### config.mk
export PLATFORM = sky130hd
export DESIGN_NAME = cordic_polar_avg
export DESIGN_NICKNAME = d
export VERILOG_FILES = /design/src/rtl/cordic_polar_avg_pkg.sv /design/src/rtl/cordic_polar_avg.sv
export SDC_FILE = /design/constraint.sdc
export NUM_CORES = 1
export LEC_CHECK = 0
export BUFFER_PORTS_ARGS = -buffer_cell sky130_fd_sc_hd__buf_2
export CAP_MARGIN = 20
export CORE_ASPECT_RATIO = 0.9
export CORE_MARGIN = 8
export CORE_UTILIZATION = 39
export DETAILED_ROUTE_END_ITERATION = 8
export GPL_TIMING_DRIVEN = 1
export HOLD_SLACK_MARGIN = 0.1
export SLEW_MARGIN = 20
export SYNTH_ARGS = -nofsm -noshare
export SYNTH_HDL_FRONTEND = slang
export SYNTH_SLANG_ARGS = --single-unit
### constraint.sdc
create_clock -name s00_axis_aclk -period 12.48 [get_ports s00_axis_aclk]
set_input_delay 0.624 -clock s00_axis_aclk [delete_from_list [all_inputs] [get_ports s00_axis_aclk]]
set_output_delay 0.624 -clock s00_axis_aclk [all_outputs]
set_load 0.1 [all_outputs]
### src/rtl/cordic_polar_avg_pkg.sv
// Shared types, widths and the phase-difference helper for the polar block averager.
package cordic_polar_avg_pkg;

    localparam int unsigned ANGLE_W = 16;
    localparam int unsigned MAG_W   = 16;

    typedef enum logic {
        ACCUM = 1'b0,
        EMIT  = 1'b1
    } state_t;

    // Signed angle offset from the block reference, wrapped mod 2^16 into +/-180 deg.
    function automatic logic signed [ANGLE_W-1:0] wrap_diff(
        input logic [ANGLE_W-1:0] angle,
        input logic [ANGLE_W-1:0] ref_angle
    );
        logic [ANGLE_W-1:0] raw;
        raw = angle - ref_angle;
        return $signed(raw);
    endfunction

endpackage

### src/rtl/cordic_polar_avg.sv
// Block averager for the CORDIC {angle, magnitude} stream: averages 2^LOG2_AVG
// beats per block, unwrapping phase against the first beat of each block.
module cordic_polar_avg
    import cordic_polar_avg_pkg::*;
#(
    parameter int unsigned C_S00_AXIS_TDATA_WIDTH = 32,
    parameter int unsigned C_M00_AXIS_TDATA_WIDTH = 32,
    parameter int unsigned LOG2_AVG               = 4
) (
    input  logic                              s00_axis_aclk,
    input  logic                              s00_axis_reset,
    input  logic [C_S00_AXIS_TDATA_WIDTH-1:0] s00_axis_tdata,
    input  logic                              s00_axis_tvalid,
    input  logic                              s00_axis_tlast,
    input  logic [3:0]                        s00_axis_tstrb,
    output logic                              s00_axis_tready,
    output logic [C_M00_AXIS_TDATA_WIDTH-1:0] m00_axis_tdata,
    output logic                              m00_axis_tvalid,
    output logic                              m00_axis_tlast,
    output logic [3:0]                        m00_axis_tstrb,
    input  logic                              m00_axis_tready
);

    localparam int unsigned CNT_W   = LOG2_AVG + 1;
    localparam int unsigned PHASE_W = 17 + LOG2_AVG;
    localparam int unsigned MACC_W  = MAG_W + LOG2_AVG;
    localparam logic [CNT_W-1:0] LAST_CNT = CNT_W'((1 << LOG2_AVG) - 1);

    state_t                              state_q, state_d;
    logic [CNT_W-1:0]                    cnt_q, cnt_d;
    logic [ANGLE_W-1:0]                  ref_q, ref_d;
    logic signed [PHASE_W-1:0]           phase_acc_q, phase_acc_d;
    logic [MACC_W-1:0]                   mag_acc_q, mag_acc_d;
    logic                                tlast_acc_q, tlast_acc_d;
    logic                                s_tready_q, s_tready_d;
    logic                                m_tvalid_q, m_tvalid_d;
    logic                                m_tlast_q, m_tlast_d;
    logic [C_M00_AXIS_TDATA_WIDTH-1:0]   m_tdata_q, m_tdata_d;

    logic [ANGLE_W-1:0]                  in_angle;
    logic [MAG_W-1:0]                    in_mag;
    logic                                accept;
    logic                                first_beat;
    logic [ANGLE_W-1:0]                  beat_ref;
    logic signed [ANGLE_W-1:0]           diff;
    logic signed [PHASE_W-1:0]           phase_sum;
    logic [MACC_W-1:0]                   mag_sum;
    logic                                tlast_sum;
    logic [ANGLE_W-1:0]                  mean_angle;
    logic [MAG_W-1:0]                    mean_mag;
    logic                                unused_strb;

    assign in_angle    = s00_axis_tdata[31:16];
    assign in_mag      = s00_axis_tdata[15:0];
    assign accept      = s00_axis_tvalid && s_tready_q;
    assign unused_strb = ^s00_axis_tstrb;

    assign s00_axis_tready = s_tready_q;
    assign m00_axis_tvalid = m_tvalid_q;
    assign m00_axis_tlast  = m_tlast_q;
    assign m00_axis_tdata  = m_tdata_q;
    assign m00_axis_tstrb  = 4'hF;

    // Next-state logic: running sums including the current beat, FSM and result load.
    always_comb begin
        state_d     = state_q;
        cnt_d       = cnt_q;
        ref_d       = ref_q;
        phase_acc_d = phase_acc_q;
        mag_acc_d   = mag_acc_q;
        tlast_acc_d = tlast_acc_q;
        s_tready_d  = s_tready_q;
        m_tvalid_d  = m_tvalid_q;
        m_tlast_d   = m_tlast_q;
        m_tdata_d   = m_tdata_q;

        first_beat = (cnt_q == '0);
        beat_ref   = first_beat ? in_angle : ref_q;
        diff       = wrap_diff(in_angle, beat_ref);
        if (first_beat) begin
            phase_sum = '0;
            mag_sum   = MACC_W'(in_mag);
            tlast_sum = s00_axis_tlast;
        end else begin
            phase_sum = phase_acc_q + PHASE_W'(diff);
            mag_sum   = mag_acc_q + MACC_W'(in_mag);
            tlast_sum = tlast_acc_q | s00_axis_tlast;
        end
        mean_angle = beat_ref + ANGLE_W'(phase_sum >>> LOG2_AVG);
        mean_mag   = MAG_W'(mag_sum >> LOG2_AVG);

        case (state_q)
            ACCUM: begin
                s_tready_d = 1'b1;
                if (accept) begin
                    ref_d       = beat_ref;
                    phase_acc_d = phase_sum;
                    mag_acc_d   = mag_sum;
                    tlast_acc_d = tlast_sum;
                    if (cnt_q == LAST_CNT) begin
                        cnt_d      = '0;
                        state_d    = EMIT;
                        s_tready_d = 1'b0;
                        m_tvalid_d = 1'b1;
                        m_tlast_d  = tlast_sum;
                        m_tdata_d  = C_M00_AXIS_TDATA_WIDTH'({mean_angle, mean_mag});
                    end else begin
                        cnt_d = cnt_q + CNT_W'(1);
                    end
                end
            end
            EMIT: begin
                s_tready_d = 1'b0;
                if (m00_axis_tready) begin
                    state_d    = ACCUM;
                    m_tvalid_d = 1'b0;
                    s_tready_d = 1'b1;
                end
            end
            default: begin
                state_d = ACCUM;
            end
        endcase
    end

    // State, accumulator and output registers with synchronous reset.
    always_ff @(posedge s00_axis_aclk) begin
        if (s00_axis_reset) begin
            state_q     <= ACCUM;
            cnt_q       <= '0;
            ref_q       <= '0;
            phase_acc_q <= '0;
            mag_acc_q   <= '0;
            tlast_acc_q <= 1'b0;
            s_tready_q  <= 1'b0;
            m_tvalid_q  <= 1'b0;
            m_tlast_q   <= 1'b0;
            m_tdata_q   <= '0;
        end else begin
            state_q     <= state_d;
            cnt_q       <= cnt_d;
            ref_q       <= ref_d;
            phase_acc_q <= phase_acc_d;
            mag_acc_q   <= mag_acc_d;
            tlast_acc_q <= tlast_acc_d;
            s_tready_q  <= s_tready_d;
            m_tvalid_q  <= m_tvalid_d;
            m_tlast_q   <= m_tlast_d;
            m_tdata_q   <= m_tdata_d;
        end
    end

endmodule

==> results.yml, run 1 <==
worst_setup_path:
  cp.arrival_ns: 8.40
  timing.critical_path.mode_cell: "a21oi_1"
  critical_path.endpoint_type: "flip-flop"
  reg2reg_to: "m00_axis_tdata[31]$_SDFFE_PP0P_"
  regToRegStartpoint: "cnt_q[0]$_SDFFE_PP0P_"
  timing.reg2reg.setup_slack_ns: 4.36
  timing.reg2reg.worst_path_depth: 34
  crit_path_max_incr_delay_ns: 0.78
  crit_slowest_cell: "or4b_4"
  critical_path_peak_fanout: 56
  cp.required_ns: 12.77
  timing.setup.critical_path_class: "flip-flop to flip-flop"
  cp-start-kind: "flip-flop"
final_layout:
  insertedDiodeCount: 0
  drive_above_1_share: 0.115
  area_delta_synth_final_pct: 11.6
  final_cells: 1228
  fillers: 1852
  design.final.nets: 1084
sta:
  worst_clock_skew_on_the_final_layout_ns: 0.0104
  postLayoutSetupSlackWorst_ns: 4.36
  number_of_endpoints_failing_setup_at_the_final_stage: 0
  timing.final.crit_share: 0.650
  maxSlewViolCount: 0
  timing.final.hold_violations: 0
  fmaxAchievable_mhz: 123
  setup_repair_after_global_routing_missed_its_margin: "no"
  max_slew_margin: 0.271
  tightest_slew_ns: 1.09
  setup_total_negative_slack_ns: 0
  min_tclk_post_route_ns: 8.12
die:
  initial_utilization: 0.393
  i_o_pin_cnt: 80
  fp-row-count: 47
  die_y_um: 144
  die_area_sq_um: 22900
  horizontal_die_dimension_um: 159
  fp.coreArea_sq_um: 18200
yosys:
  yosys-top-cells-area: "dfxtp_1, ha_1, nor2_1"
  post-synth-top-area-fraction: 0.275
  synth_top_flop_cell: "dfxtp_1"
  post_synth_xor_xnor_area: 0.0673
  post-synth-top-area-cell: "dfxtp_1"
  synth_top_family_by_area: "compound AO/OA/AOI/OAI gates"
  synth_sequential_area_ratio: 0.275
  ys_top_cells_by_count: "nor2_1, nand2_1, dfxtp_1"
  synth_cell_type_count: 69
  ys.warnings.count: 0
  ys_seq_elements: 98
  syn_area_sq_um: 7140
  synth_compound_gate_area_share: 0.237
  post_synth_fa_ha_maj_area_fraction: 0.120
  synth-simple-area-share: 0.233
  synth-edff-count: 0
  async_set_or_reset_flop_fraction_in_the_synthesized_netlist: 0
  synth_mux_area_frac: 0.0182
  synth.most_common_cell: "nor2_1"
  synthesis.instances: 937
  syn-mean-instance-area_sq_um: 7.62
grt:
  overflow: 0
  antenna_violations_before_repair: 1
  track_usage: 0.164
  grt_pass1_wl_um: 30100
  vias_in_the_first_global_route: 5867
  grt_max_degree: 100
worst_hold_path:
  min_path_type: "flip-flop to flip-flop"
  hold_path_depth: 2
  min_to: "m00_axis_tdata[19]$_SDFFE_PP0P_"
  holdCritStartpoint: "m00_axis_tdata[19]$_SDFFE_PP0P_"
clocking:
  htree_levels: 3
  clk_latency_ns: 0.36
  tritoncts: "built"
  clockRootBuffer: "clkbuf_16"
  clockBufferDepth: 2
  cts.hold.buffers_added: 0
  cts_repair_resize_count: 0
  cts.sink_count: 98
  cts-buffers-inserted: 9
  cts_setup_buffers: 0
  clkTransAtPathRegs_ns: 0.08
job:
  maxCapViolations: 0
detailed_routing:
  dr_total_vias: 6423
  totalWireLength_um: 18400
  vias_per_cell: 5.23
  drt_drc_violations_left: 0
  post_drt_wl_per_cell_um: 14.9
  drt.antenna.violating_nets: 0
  dr.pass1.iters: 5
  drt-initial-drc-count: 410
power_and_ir_drop:
  power.density_cell_area_nw_per_um2: 112
  leakage_nw: 3.40
  max-vdd-ir-drop_mv: 0.0608
place:
  dpl.cell_count: 1211
  rd_place_congestion: 0.816
  place_hpwl_um: 13100
  port_buffers: 71
  placement.setup.worst_slack_ns: 4.42
outcome:
  run_status: "completed"
[sequential cells by signal (all words and copies together) (netlist names)]
name / flops
phase_acc_q: 20
state_q: 1
tlast_acc_q: 1
cnt_q: 5
ref_q: 16
s00_axis_tready: 1
m00_axis_tvalid: 1
mag_acc_q: 20
m00_axis_tdata: 32
m00_axis_tlast: 1
[cells by family (layout without fill, tap and decap cells)]
group | Yosys count | count (layout)
other cells | 1 | 4
mux | 13 | 13
xor+xnor | 54 | 54
fa+ha+maj | 66 | 66
buf+inv | 86 | 129
simple gates | 358 | 358
compound gates | 261 | 261
flops | 98 | 98
[report_power, final]
| group | total, mW | internal, mW | switching (mW) |
|---|---|---|---|
| logic | 0.281 | 0.110 | 0.170 |
| clock network | 0.280 | 0.139 | 0.141 |
| registers | 0.328 | 0.322 | 0.00666 |
| total | 0.889 | 0.572 | 0.318 |
[critical path: cells and delay by family, from the launching register on]
kind / cells / cell delay [ns]
fa+ha+maj: 4 / 1.36
flops: 1 / 0.35
compound gates: 19 / 4.07
mux: 1 / 0.13
simple gates: 6 / 1.68
xor+xnor: 2 / 0.24
buf+inv: 2 / 0.22
[how the worst max path moves through the flow]
stage | cells past startpoint | end | start
finish | 34 | m00_axis_tdata[31]$_SDFFE_PP0P_ | cnt_q[0]$_SDFFE_PP0P_
global route | 34 | m00_axis_tdata[31]$_SDFFE_PP0P_ | cnt_q[0]$_SDFFE_PP0P_
CTS | 34 | m00_axis_tdata[31]$_SDFFE_PP0P_ | cnt_q[0]$_SDFFE_PP0P_
detailed placement | 34 | m00_axis_tdata[31]$_SDFFE_PP0P_ | cnt_q[0]$_SDFFE_PP0P_
global placement | 34 | m00_axis_tdata[31]$_SDFFE_PP0P_ | cnt_q[0]$_SDFFE_PP0P_
floorplan | 36 | m00_axis_tdata[31]$_SDFFE_PP0P_ | cnt_q[0]$_SDFFE_PP0P_
[metrics by stage]
step           total power [mW]   util  instance area (sq um)  hold WS (ns)
3_5_place_dp              0.614  0.421                   7650         0.443
6_report                  0.889  0.438                   7960         0.447
3_3_place_gp              0.612  0.421                   7650         0.437
2_1_floorplan             0.556      -                   7150         0.436
4_1_cts                   0.896  0.437                   7930         0.453
5_1_grt                   0.947  0.438                   7960         0.466
[layout make-up]
cell class | count | area (sq um) | area share
repair buffers | 76 | 415 | 0.0522
clock buffers | 9 | 225 | 0.0283
inverters | 37 | 139 | 0.0174
well taps | 245 | 307 | 0.0385
multi-input cells | 756 | 4850 | 0.609
flip-flops and latches | 98 | 1960 | 0.246
clock inverters | 7 | 61.3 | 0.00770
[cells in the final DEF (no fill, tap or decap), types with 23 or more instances in the layout]
master,instances
a211oi_1,44
a21oi_1,84
buf_2,70
dfxtp_1,98
ha_1,61
inv_1,37
nand2_1,112
nand2b_1,24
nor2_1,113
nor3_1,29
o21ai_0,39
xnor2_1,30
xor2_1,23
[routing by layer]
metal / part of all wire / vias to the layer above / global-route usage
met5: 0.00071 / - / 0
met4: 0.0071 / 2 / 0.0312
met3: 0.042 / 11 / 0.0370
met2: 0.43 / 89 / 0.250
met1: 0.53 / 2919 / 0.231
li1: - / 3402 / -
No activity file was read; power rests on OpenSTA's default activity.
==> inputs of run 2 (changes only) <==
==> constraint.sdc (replaced) <==
create_clock -name s00_axis_aclk -period 7.4 [get_ports s00_axis_aclk]
set_input_delay 0.37 -clock s00_axis_aclk [delete_from_list [all_inputs] [get_ports s00_axis_aclk]]
set_output_delay 0.37 -clock s00_axis_aclk [all_outputs]
set_load 0.1 [all_outputs]
==> run 2 against run 1 <==
Register-to-register slack got worse by 3.9 ns. Cell area rose by 1.9%. Clock skew rose by 0.0021 ns. Combinational power rose by 74%. Setup slack got worse by 3.9 ns. Critical path depth fell by 2. Final cell count rose by 0.81%. Highest routed layer unchanged.
==> results.yml, run 2 (synthesis results as in run 1) <==
sta:
  whs_ns: 0.265
  number_of_endpoints_failing_setup_at_the_final_stage: 0
  maxSlewViolCount: 0
  timing.final.hold_violations: 0
  max_slew_margin: 0.319
  worst_clock_skew_on_the_final_layout_ns: 0.0125
  min_tclk_post_route_ns: 6.95
  setup_total_negative_slack_ns: 0
  timing.final.crit_share: 0.940
  fmaxAchievable_mhz: 144
  tightest_slew_ns: 1.02
die:
  horizontal_die_dimension_um: 159
  initial_utilization: 0.393
  fp.coreArea_sq_um: 18200
  i_o_pin_cnt: 80
  die_area_sq_um: 22900
  fp-row-count: 47
  die_y_um: 144
detailed_routing:
  drt.antenna.violating_nets: 0
  drt-initial-drc-count: 366
  vias_per_cell: 5.27
  post_drt_wl_per_cell_um: 15.2
  drt_drc_violations_left: 0
  dr.pass1.iters: 4
  dr_total_vias: 6521
  totalWireLength_um: 18800
worst_setup_path:
  crit_slowest_cell: "or4b_4"
  cp-start-kind: "flip-flop"
  cp.arrival_ns: 7.23
  timing.setup.critical_path_class: "flip-flop to flip-flop"
  cp.required_ns: 7.68
  timing.reg2reg.worst_path_depth: 32
  crit_path_max_incr_delay_ns: 0.51
  critical_path.endpoint_type: "flip-flop"
  critical_path_peak_fanout: 8
final_layout:
  post-route-cell-area_sq_um: 8110
  area_delta_synth_final_pct: 13.7
  insertedDiodeCount: 0
  regArea_sq_um: 1960
  design.final.nets: 1095
  multi_input_area_sq_um: 4900
  mostFrequentLayoutCells: "nand2_1, nor2_1, dfxtp_1, a21oi_1, buf_2"
  largest_register_ffs: 32
  fillers: 1860
  drive_above_1_share: 0.134
power_and_ir_drop:
  power_frac_comb: 0.310
  p_switching_mw: 0.527
  totalPowerFinal_mw: 1.57
  seq_power_share: 0.352
  leakage_nw: 3.47
  power_frac_clock: 0.338
  cell_internal_pwr_mw: 1.05
  power.density_cell_area_nw_per_um2: 194
  p_sw_frac: 0.335
  max-vdd-ir-drop_mv: 0.0978
job:
  maxCapViolations: 0
clocking:
  cts.hold.buffers_added: 0
  clkTransAtPathRegs_ns: 0.08
  cts-buffers-inserted: 9
  clk_latency_ns: 0.36
  tritoncts: "built"
  cts.sink_count: 98
  htree_levels: 3
  clockRootBuffer: "clkbuf_16"
  clockBufferDepth: 2
place:
  place_hpwl_um: 13600
  post_place_cell_area_sq_um: 7710
  port_buffers: 71
  rd_place_congestion: 0.825
grt:
  vias_in_the_first_global_route: 6029
  antenna_violations_before_repair: 1
  track_usage: 0.166
  grt_pass1_wl_um: 30600
  overflow: 0
  grt_max_degree: 65
outcome:
  run_status: "completed"
worst_hold_path:
  hold_path_depth: 3
  min_path_type: "input port to flip-flop"
-- run 2: changes by cell type in the layout (fill, tap and decap cells not counted), moves of 2 or more --
cell,before,now
a21oi_1,84,82
a21oi_2,0,2
buf_4,5,17
bufinv_16,0,2
ha_1,61,59
inv_8,2,0
o21ai_0,39,37
o21ai_1,3,5
-- run 2: what timing repair did --
action                     4_1_cts  5_1_grt
setup buffers                    0        3
resized for setup                0       13
hold endpoints to repair         0        0
setup endpoints to repair        0        2
-- run 2: metrics by stage --
step | util | worst slack (ns) | std cells
2_1_floorplan | - | 0.406 | 940
3_3_place_gp | 0.424 | 0.270 | 1220
3_5_place_dp | 0.424 | 0.0771 | 1220
4_1_cts | 0.442 | 0.0233 | 1235
5_1_grt | 0.446 | -0.00937 | 1238
6_report | 0.446 | 0.447 | 1238
-- run 2: routing by layer --
metal  vias to the layer above  GRT usage  part of all wire
li1                       3419          -                 -
met1                      2993      0.231              0.50
met2                        91      0.259              0.44
met3                        16     0.0320             0.047
met4                         2     0.0407             0.010
met5                         -          0           0.00090
-- run 2: final timing paths --
check	start	endpoint	slack, ns
setup / recovery	cnt_q[0]$_SDFFE_PP0P_	m00_axis_tdata[31]$_SDFFE_PP0P_	0.45
hold / removal	s00_axis_tlast	tlast_acc_q$_SDFFE_PP0P_	0.27
setup reg to reg	cnt_q[0]$_SDFFE_PP0P_	m00_axis_tdata[31]$_SDFFE_PP0P_	0.45
hold reg to reg	m00_axis_tdata[20]$_SDFFE_PP0P_	m00_axis_tdata[20]$_SDFFE_PP0P_	0.45
-- run 2: power groups by stage --
stage	Sequential (mW)	Clock, mW	Combinational [mW]
2_1_floorplan	0.565	0	0.373
4_1_cts	0.554	0.547	0.477
5_1_grt	0.556	0.568	0.551
6_report	0.554	0.531	0.488
3_5_place_dp	0.566	0	0.474
3_3_place_gp	0.566	0	0.472
-- run 2: area by class of cell --
| class | instances | area share |
|---|---|---|
| multi-input combinational | 756 | 0.604 |
| sequential | 98 | 0.242 |
| timing repair buffer | 87 | 0.0589 |
| tap | 245 | 0.0378 |
| clock buffer | 10 | 0.0295 |
| inverter | 37 | 0.0171 |
| clock inverter | 5 | 0.0106 |
-- run 2: critical path: cells and delay by family, from the launching register on --
family | cells | cell delay [ns]
flops | 1 | 0.35
buf+inv | 3 | 0.38
mux | 1 | 0.13
compound gates | 14 | 2.86
simple gates | 7 | 1.48
xor+xnor | 2 | 0.28
fa+ha+maj | 5 | 1.40
